==> config.mk <==
export PLATFORM = sky130hd
export DESIGN_NAME = rf_access_ctrl_flat
export DESIGN_NICKNAME = d
export VERILOG_FILES = /design/src/rtl/rf_access_ctrl_pkg.sv /design/src/rtl/rf_access_ctrl_if.sv /design/src/rtl/rf_access_ctrl_wport_mux.sv /design/src/rtl/rf_access_ctrl.sv /design/src/flat_wrapper.sv
export SDC_FILE = /design/constraint.sdc
export NUM_CORES = 1
export LEC_CHECK = 0
export CORE_UTILIZATION = 25
export DETAILED_ROUTE_END_ITERATION = 12
export GPL_TIMING_DRIVEN = 0
export PLACE_DENSITY = 0.63
export SETUP_SLACK_MARGIN = 0.5
export SYNTH_ARGS = -nofsm -noshare
export SYNTH_HDL_FRONTEND = slang
export SYNTH_SLANG_ARGS = --single-unit
==> constraint.sdc <==
create_clock -name clk -period 4.3 [get_ports clk]
set_input_delay 0.86 -clock clk [delete_from_list [all_inputs] [get_ports clk]]
set_output_delay 0.86 -clock clk [all_outputs]
set_load 0.02 [all_outputs]
==> src/rtl/rf_access_ctrl_pkg.sv <==
// Shared definitions for the register-file access controller.
//   state_t  : controller FSM states, 2-bit encoding
//   REG_ZERO : hard-wired zero register, never written
//   LAST_REG : highest register touched by the clear sequence
package rf_access_ctrl_pkg;

    localparam logic [1:0] ST_IDLE   = 2'd0;
    localparam logic [1:0] ST_CLEAR  = 2'd1;
    localparam logic [1:0] ST_DBG_RD = 2'd2;
    localparam logic [1:0] ST_ACK    = 2'd3;

    typedef enum logic [1:0] {
        IDLE   = ST_IDLE,
        CLEAR  = ST_CLEAR,
        DBG_RD = ST_DBG_RD,
        ACK    = ST_ACK
    } state_t;

    localparam int REG_ZERO = 0;
    localparam int LAST_REG = 31;

endpackage

==> src/rtl/rf_access_ctrl_if.sv <==
// Bus bundle between the CPU writeback / debug host / clear trigger on one side,
// the access controller in the middle, and the RegisterFile ports.
//   slave  : the controller (rf_access_ctrl)
//   master : everything around it (CPU, debug host, RegisterFile)
//
// Debug handshake: dbg_req is a level held high (with dbg_we, dbg_addr and
// dbg_wdata stable) until dbg_ack pulses for exactly one cycle; the requester
// drops dbg_req in the ack cycle, otherwise a new transaction starts. dbg_rdata
// is only meaningful in the ack cycle of a read. There is no backpressure on
// dbg_ack. The CPU side has no request handshake: cpu_stall means "this cycle's
// writeback was not taken, hold PC and present it again".
//
// fsm_state exposes the controller state for observation.
interface rf_access_ctrl_if #(
    parameter int DATA_W = 32,
    parameter int ADDR_W = 5
);
    import rf_access_ctrl_pkg::*;

    logic              cpu_we;
    logic [ADDR_W-1:0] cpu_waddr;
    logic [DATA_W-1:0] cpu_wdata;
    logic              cpu_stall;

    logic              dbg_req;
    logic              dbg_we;
    logic [ADDR_W-1:0] dbg_addr;
    logic [DATA_W-1:0] dbg_wdata;
    logic              dbg_ack;
    logic [DATA_W-1:0] dbg_rdata;

    logic              clr_req;
    logic              clr_busy;
    logic              clr_done;

    logic              rf_RegWrite;
    logic [ADDR_W-1:0] rf_WriteReg;
    logic [DATA_W-1:0] rf_WriteData;
    logic [ADDR_W-1:0] rf_regNo;
    logic [DATA_W-1:0] rf_val;

    state_t            fsm_state;

    modport slave (
        input  cpu_we, cpu_waddr, cpu_wdata,
        input  dbg_req, dbg_we, dbg_addr, dbg_wdata,
        input  clr_req,
        input  rf_val,
        output cpu_stall,
        output dbg_ack, dbg_rdata,
        output clr_busy, clr_done,
        output rf_RegWrite, rf_WriteReg, rf_WriteData, rf_regNo,
        output fsm_state
    );

    modport master (
        output cpu_we, cpu_waddr, cpu_wdata,
        output dbg_req, dbg_we, dbg_addr, dbg_wdata,
        output clr_req,
        output rf_val,
        input  cpu_stall,
        input  dbg_ack, dbg_rdata,
        input  clr_busy, clr_done,
        input  rf_RegWrite, rf_WriteReg, rf_WriteData, rf_regNo,
        input  fsm_state
    );

endinterface

==> src/rtl/rf_access_ctrl_wport_mux.sv <==
// Combinational priority mux for the single RegisterFile write port.
// Ports:
//   gnt_clr, gnt_dbg, gnt_cpu : grant one-hots (clr > dbg > cpu if several set)
//   clr_addr                  : clear sequencer address, data is always zero
//   dbg_addr, dbg_wdata       : debug write source
//   cpu_waddr, cpu_wdata      : CPU writeback source
//   rf_RegWrite/WriteReg/WriteData : RegisterFile write port
// A granted write to r0 is turned into "no write" so r0 stays zero.
module rf_wport_mux
    import rf_access_ctrl_pkg::*;
#(
    parameter int DATA_W = 32,
    parameter int ADDR_W = 5
) (
    input  logic              gnt_clr,
    input  logic              gnt_dbg,
    input  logic              gnt_cpu,
    input  logic [ADDR_W-1:0] clr_addr,
    input  logic [ADDR_W-1:0] dbg_addr,
    input  logic [DATA_W-1:0] dbg_wdata,
    input  logic [ADDR_W-1:0] cpu_waddr,
    input  logic [DATA_W-1:0] cpu_wdata,
    output logic              rf_RegWrite,
    output logic [ADDR_W-1:0] rf_WriteReg,
    output logic [DATA_W-1:0] rf_WriteData
);

    always_comb begin
        rf_RegWrite  = 1'b0;
        rf_WriteReg  = '0;
        rf_WriteData = '0;
        if (gnt_clr) begin
            rf_RegWrite  = 1'b1;
            rf_WriteReg  = clr_addr;
            rf_WriteData = '0;
        end else if (gnt_dbg) begin
            rf_RegWrite  = (dbg_addr != ADDR_W'(REG_ZERO));
            rf_WriteReg  = dbg_addr;
            rf_WriteData = dbg_wdata;
        end else if (gnt_cpu) begin
            rf_RegWrite  = (cpu_waddr != ADDR_W'(REG_ZERO));
            rf_WriteReg  = cpu_waddr;
            rf_WriteData = cpu_wdata;
        end
    end

endmodule

==> src/rtl/rf_access_ctrl.sv <==
// RegisterFile write-port owner and debug-read path.
// Arbitrates the single write port between CPU writeback, a debug/loader host
// and a clear sequencer that zeroes r1..r31, and stalls the CPU whenever it
// loses the port.
// Ports:
//   clk     : system clock, rising edge
//   startin : asynchronous active-high reset
//   bus     : rf_access_ctrl_if slave modport (CPU, debug, clear, RegisterFile)
module rf_access_ctrl
    import rf_access_ctrl_pkg::*;
#(
    parameter int DATA_W       = 32,
    parameter int ADDR_W       = 5,
    parameter int DBG_MAX_WAIT = 8
) (
    input  logic          clk,
    input  logic          startin,
    rf_access_ctrl_if.slave bus
);

    localparam int WAIT_W = $clog2(DBG_MAX_WAIT + 1);

    state_t            state, state_nx;
    logic [ADDR_W-1:0] clr_cnt;
    logic [WAIT_W-1:0] wait_cnt;
    logic              dbg_ack_q;
    logic [DATA_W-1:0] dbg_rdata_q;
    logic              clr_done_q;

    logic in_idle, idle_free, dbg_wr_pend, dbg_rd_pend, clr_last;
    logic forced, gnt_clr, gnt_dbg, gnt_cpu;

    always_comb begin
        in_idle     = (state == IDLE);
        // IDLE and no clear request: the only place debug work is accepted
        idle_free   = in_idle && !bus.clr_req;
        dbg_wr_pend = bus.dbg_req && bus.dbg_we;
        dbg_rd_pend = bus.dbg_req && !bus.dbg_we;
        clr_last    = (clr_cnt == ADDR_W'(LAST_REG));

        // A debug write starved long enough takes the port from the CPU
        forced  = idle_free && dbg_wr_pend && (wait_cnt == WAIT_W'(DBG_MAX_WAIT));
        gnt_clr = (state == CLEAR);
        gnt_dbg = idle_free && dbg_wr_pend && (forced || !bus.cpu_we);
        // CPU owns the port in every state except CLEAR or a forced debug cycle
        gnt_cpu = bus.cpu_we && !gnt_clr && !forced;
    end

    always_comb begin
        state_nx = state;
        case (state)
            IDLE: begin
                if (bus.clr_req)      state_nx = CLEAR;
                else if (gnt_dbg)     state_nx = ACK;
                else if (dbg_rd_pend) state_nx = DBG_RD;
            end
            CLEAR:   if (clr_last) state_nx = IDLE;
            DBG_RD:  state_nx = ACK;
            ACK:     state_nx = IDLE;
            default: state_nx = IDLE;
        endcase
    end

    always_ff @(posedge clk or posedge startin) begin
        if (startin) begin
            state       <= IDLE;
            clr_cnt     <= ADDR_W'(1);
            wait_cnt    <= '0;
            dbg_ack_q   <= 1'b0;
            dbg_rdata_q <= '0;
            clr_done_q  <= 1'b0;
        end else begin
            state      <= state_nx;
            dbg_ack_q  <= (state_nx == ACK);
            clr_done_q <= gnt_clr && clr_last;

            if (gnt_clr)
                clr_cnt <= clr_last ? ADDR_W'(1) : clr_cnt + ADDR_W'(1);

            // RegisterFile read is registered, so rf_val here reflects the
            // register as it was at the accept edge (pre-write on a collision).
            if (state == DBG_RD)
                dbg_rdata_q <= bus.rf_val;

            if (gnt_dbg)
                wait_cnt <= '0;
            else if (idle_free && dbg_wr_pend && bus.cpu_we &&
                     wait_cnt != WAIT_W'(DBG_MAX_WAIT))
                wait_cnt <= wait_cnt + WAIT_W'(1);
        end
    end

    rf_wport_mux #(
        .DATA_W(DATA_W),
        .ADDR_W(ADDR_W)
    ) u_wport_mux (
        .gnt_clr     (gnt_clr),
        .gnt_dbg     (gnt_dbg),
        .gnt_cpu     (gnt_cpu),
        .clr_addr    (clr_cnt),
        .dbg_addr    (bus.dbg_addr),
        .dbg_wdata   (bus.dbg_wdata),
        .cpu_waddr   (bus.cpu_waddr),
        .cpu_wdata   (bus.cpu_wdata),
        .rf_RegWrite (bus.rf_RegWrite),
        .rf_WriteReg (bus.rf_WriteReg),
        .rf_WriteData(bus.rf_WriteData)
    );

    assign bus.cpu_stall = gnt_clr || forced;
    assign bus.clr_busy  = gnt_clr;
    assign bus.rf_regNo  = bus.dbg_req ? bus.dbg_addr : '0;
    assign bus.dbg_ack   = dbg_ack_q;
    assign bus.dbg_rdata = dbg_rdata_q;
    assign bus.clr_done  = clr_done_q;
    assign bus.fsm_state = state;

endmodule

==> src/flat_wrapper.sv <==
// flat-port wrapper written by rule: the top's interface ports become plain ports
module rf_access_ctrl_flat import rf_access_ctrl_pkg::*;
#(
    parameter int DATA_W       = 32,
    parameter int ADDR_W       = 5,
    parameter int DBG_MAX_WAIT = 8
)
  (clk, startin, bus_cpu_we, bus_cpu_waddr, bus_cpu_wdata, bus_dbg_req, bus_dbg_we, bus_dbg_addr, bus_dbg_wdata, bus_clr_req, bus_rf_val, bus_cpu_stall, bus_dbg_ack, bus_dbg_rdata, bus_clr_busy, bus_clr_done, bus_rf_RegWrite, bus_rf_WriteReg, bus_rf_WriteData, bus_rf_regNo, bus_fsm_state);
  rf_access_ctrl_if #(.DATA_W(DATA_W), .ADDR_W(ADDR_W)) bus_i ();
  input  logic clk;
  input  logic startin;
  input wire logic [$bits(bus_i.cpu_we)-1:0] bus_cpu_we;
  input wire logic [$bits(bus_i.cpu_waddr)-1:0] bus_cpu_waddr;
  input wire logic [$bits(bus_i.cpu_wdata)-1:0] bus_cpu_wdata;
  input wire logic [$bits(bus_i.dbg_req)-1:0] bus_dbg_req;
  input wire logic [$bits(bus_i.dbg_we)-1:0] bus_dbg_we;
  input wire logic [$bits(bus_i.dbg_addr)-1:0] bus_dbg_addr;
  input wire logic [$bits(bus_i.dbg_wdata)-1:0] bus_dbg_wdata;
  input wire logic [$bits(bus_i.clr_req)-1:0] bus_clr_req;
  input wire logic [$bits(bus_i.rf_val)-1:0] bus_rf_val;
  output wire logic [$bits(bus_i.cpu_stall)-1:0] bus_cpu_stall;
  output wire logic [$bits(bus_i.dbg_ack)-1:0] bus_dbg_ack;
  output wire logic [$bits(bus_i.dbg_rdata)-1:0] bus_dbg_rdata;
  output wire logic [$bits(bus_i.clr_busy)-1:0] bus_clr_busy;
  output wire logic [$bits(bus_i.clr_done)-1:0] bus_clr_done;
  output wire logic [$bits(bus_i.rf_RegWrite)-1:0] bus_rf_RegWrite;
  output wire logic [$bits(bus_i.rf_WriteReg)-1:0] bus_rf_WriteReg;
  output wire logic [$bits(bus_i.rf_WriteData)-1:0] bus_rf_WriteData;
  output wire logic [$bits(bus_i.rf_regNo)-1:0] bus_rf_regNo;
  output wire logic [$bits(bus_i.fsm_state)-1:0] bus_fsm_state;
  assign bus_i.cpu_we = bus_cpu_we;
  assign bus_i.cpu_waddr = bus_cpu_waddr;
  assign bus_i.cpu_wdata = bus_cpu_wdata;
  assign bus_i.dbg_req = bus_dbg_req;
  assign bus_i.dbg_we = bus_dbg_we;
  assign bus_i.dbg_addr = bus_dbg_addr;
  assign bus_i.dbg_wdata = bus_dbg_wdata;
  assign bus_i.clr_req = bus_clr_req;
  assign bus_i.rf_val = bus_rf_val;
  assign bus_cpu_stall = bus_i.cpu_stall;
  assign bus_dbg_ack = bus_i.dbg_ack;
  assign bus_dbg_rdata = bus_i.dbg_rdata;
  assign bus_clr_busy = bus_i.clr_busy;
  assign bus_clr_done = bus_i.clr_done;
  assign bus_rf_RegWrite = bus_i.rf_RegWrite;
  assign bus_rf_WriteReg = bus_i.rf_WriteReg;
  assign bus_rf_WriteData = bus_i.rf_WriteData;
  assign bus_rf_regNo = bus_i.rf_regNo;
  assign bus_fsm_state = bus_i.fsm_state;
  rf_access_ctrl #(.DATA_W(DATA_W), .ADDR_W(ADDR_W), .DBG_MAX_WAIT(DBG_MAX_WAIT)) u_core (.clk(clk), .startin(startin), .bus(bus_i));
endmodule
==> tab_implementation.tex <==
\begin{tabular}{lr}
\hline
Metric & Value \\
\hline
\multicolumn{2}{l}{\textbf{Run status}} \\
Result of the run & complete, no violations \\
\multicolumn{2}{l}{\textbf{Setup path}} \\
Cell-by-cell trace of the critical path & clkdlybuf4s50\_1 -> nor4b\_4 -> a31oi\_2 -> buf\_4 -> a221oi\_2 -> nor2\_1 -> dlygate4sd2\_1 \\
Worst Path Arrival & 2770 ps \\
Cell family with most CP delay & buffers and inverters \\
Crit-path slowest cell & clkdlybuf4s50\_1 \\
Crit path launch type & input pin \\
Buf/Inv on CP & 3 \\
Required time at the worst-slack endpoint & 3440 ps \\
Critical path peak fanout & 10 \\
Type of the setup path with the least slack & in2out \\
Worst path max stage delay & 500 ps \\
Reg-to-reg slack, setup & 2440 ps \\
Crit end category & output pin \\
\multicolumn{2}{l}{\textbf{Synth}} \\
Register area share after synthesis & 45.8\% \\
Top cell type's share of synthesized area & 44.7\% \\
Number of storage elements in the synthesis netlist & 45 \\
Leading cell type by number of instances after synthesis & nor2\_1 \\
Syn\_nets & 359 \\
Cell variety after synth & 34 \\
Mapped Cells & 243 \\
Cells taking the most area after synthesis & dfrtp\_1, mux2\_2, a22oi\_1 \\
Number of synthesized flops with an enable pin & 0 \\
Synthesized cell area & 2460 um\^{}2 \\
Synth Flop Type & dfrtp\_1 \\
Share of synthesized flip-flops with an asynchronous set or reset & 100\% \\
Most area-hungry cell type in the Yosys netlist & dfrtp\_1 \\
Most frequent cells after synthesis & nor2\_1, dfrtp\_1, a22oi\_1, mux2\_2, nand2\_1 \\
Yosys warnings & 0 \\
Average instance area after synthesis & 10.1 um\^{}2 \\
\multicolumn{2}{l}{\textbf{Route}} \\
Detailed-route vias per instance & 4.57 \\
Routed Wire Length & 8.57 mm \\
Remaining DRCs & 0 \\
Initial detailed-routing violation count & 123 \\
Vias post-DR & 2622 \\
Detailed-routing iteration count for the pre-antenna-repair pass & 5 \\
Detail-routed net length per standard cell & 14.9 um \\
DRT antenna net count & 0 \\
\multicolumn{2}{l}{\textbf{Place}} \\
Placed wire-length estimate & 6.78 mm \\
Placed inst area & 4570 um\^{}2 \\
Placement-stage worst setup slack & 218 ps \\
GPL Wtd Cong & 0.825 \\
Number of buffers added on ports & 192 \\
\multicolumn{2}{l}{\textbf{Floorplanning}} \\
Die boundary height & 101 um \\
Width of the chip & 101 um \\
Area of the core & 9370 um\^{}2 \\
Die footprint & 10300 um\^{}2 \\
Number of cell rows & 35 \\
Num ports & 193 \\
Initial Utilization & 26.3\% \\
\multicolumn{2}{l}{\textbf{Timing}} \\
Final sum of negative setup slack & 0 ps \\
Clock skew after layout & 6.60 ps \\
Worst Tran Pin Value & 535 ps \\
Post-route fraction of the period consumed by the critical path & 84.4\% \\
Minimum clock period & 3630 ps \\
Least setup slack across all paths after layout & 670 ps \\
Maximum clock frequency & 0.275 GHz \\
Unrepaired setup endpoints after global routing & true \\
Finish-stage setup viols & 0 \\
Worst hold margin & 510 ps \\
Number of failing hold endpoints at the final stage & 0 \\
Remaining max-slew budget at the tightest pin & 64.3\% \\
Number of pins exceeding their max-slew limit in the final report & 0 \\
\multicolumn{2}{l}{\textbf{Clock network}} \\
Clock latency at the later pin of the worst-skew pair & 290 ps \\
Clock tree from TritonCTS & yes \\
Hold-fix buffers at CTS & 0 \\
Number of CTS-inserted buffers & 5 \\
Clock transition at the registers of the reported paths & 80 ps \\
Total clock sinks & 45 \\
Maximum buffer depth of the clock tree & 2 \\
CTS root buf & clkbuf\_8 \\
CTS H-tree depth & 2 \\
\multicolumn{2}{l}{\textbf{Layout}} \\
Antenna diode instance count & 0 \\
Ratio of cells with drive above 1 in the final layout & 14.8\% \\
\# nets final & 560 \\
Area Overhead vs Synth & 88.4\% \\
Post-route cell area & 4640 um\^{}2 \\
\multicolumn{2}{l}{\textbf{Pwr}} \\
Switching power of the nets & 0.944 mW \\
IR drop worst, VDD & 0.301 mV \\
PwrDens & 514 nW/um\^{}2 \\
Sequential Power Share & 30.2\% \\
Internal & 1.44 mW \\
Pwr Total & 2.38 mW \\
Clk network pwr share & 14.0\% \\
Comb power frac & 55.8\% \\
Leakage Power & 2.03 nW \\
Switch share & 39.6\% \\
\multicolumn{2}{l}{\textbf{GRT}} \\
Total routing resource utilization after global routing & 16.1\% \\
Largest net degree at the start of global routing & 37 \\
Global-route wire length before repair & 13.0 mm \\
Antenna violations before repair & 0 \\
GR Overflow Total & 0 \\
Number of global-route vias before repair & 2619 \\
\multicolumn{2}{l}{\textbf{Min path}} \\
Hold Path Class & reg2reg \\
\multicolumn{2}{l}{\textbf{Flow run}} \\
Maximum Capacitance Violations & 0 \\
\hline
\end{tabular}
## kinds of logic after synthesis
kind of cell / count (synthesis) / share of synthesized area [%]
buffers and inverters: 22 / 4.27
multiplexers: 32 / 14.6
adder cells (fa/ha/maj): 4 / 2.03
flip-flops: 45 / 45.8
AND/OR/NAND/NOR: 85 / 16.4
AO/OA/AOI/OAI: 55 / 17.0
## final timing paths
kind | from | endpoint | cells past startpoint
max reg2reg | u_core.wait_cnt[0] | u_core.wait_cnt[0] | 7
min in group asynchronous | startin | u_core.bus.dbg_rdata[12] | 2
max | bus_clr_req | bus_rf_WriteReg[2] | 7
max in group asynchronous | startin | u_core.wait_cnt[0] | 3
min | u_core.bus.dbg_rdata[20] | u_core.bus.dbg_rdata[20] | 1
min reg2reg | u_core.bus.dbg_rdata[20] | u_core.bus.dbg_rdata[20] | 1
## routing by layer
layer	up-vias	global-route usage [%]	wire (um)
met5	-	0	0
met4	0	3.46	89
met3	8	4.35	680
met2	105	27.5	4150
met1	1238	20.3	3640
li1	1271	-	-
## power groups by stage
stage | combinational, mW | sequential [mW] | clock [mW]
finish | 1.33 | 0.719 | 0.333
detailed placement | 1.40 | 0.727 | 0
CTS | 1.35 | 0.721 | 0.344
global placement | 1.39 | 0.720 | 0
floorplan | 0.556 | 0.883 | 0
global route | 1.44 | 0.746 | 0.359
## cells in the final DEF, fill, tap and decap left out, drive strengths merged, types with 2 or more instances in the layout
cell type and instances:
dlygate4sd2 29, buf 11, and2 8, clkdlybuf4s50 152
or4 2, dfrtp 44, dlymetal6s2s 2, ha 4
nor3 2, nand3 6, o21ai 10, a21oi 3
a22oi 32, clkbuf 19, a221oi 5, inv 4
clkdlybuf4s15 4, mux2 32, nor2 47, nand3b 2
nor2b 2, nand2 11
## registers in the layout, indices dropped and copies added (netlist names)
name,count
u_core.bus.clr_done,1
u_core.bus.dbg_ack,1
u_core.bus.dbg_rdata,32
u_core.bus.fsm_state,2
u_core.clr_cnt,5
u_core.wait_cnt,4
## final cells by class
class / count / area (um^2)
buffer: 17 / 88.8
multi-input combinational: 176 / 1230
inverter: 5 / 18.8
sequential: 45 / 1130
fill: 885 / 4730
clock buffer: 6 / 82.6
timing repair buffer: 194 / 1890
clock inverter: 2 / 37.5
tap: 129 / 161
## timing repair
item / in CTS / in global routing
endpoints found under the setup margin: 38 / 35
pin swaps: 0 / 1
buffers inserted: 1 / 0
gates cloned: 0 / 0
gates resized for setup: 40 / 16
## per-stage QoR
step	util, %	cells
global route	49.5	574
CTS	49.6	574
detailed placement	48.7	565
floorplan	-	243
global placement	48.5	564
finish	49.5	574
No activity file was read; power rests on OpenSTA's default activity.
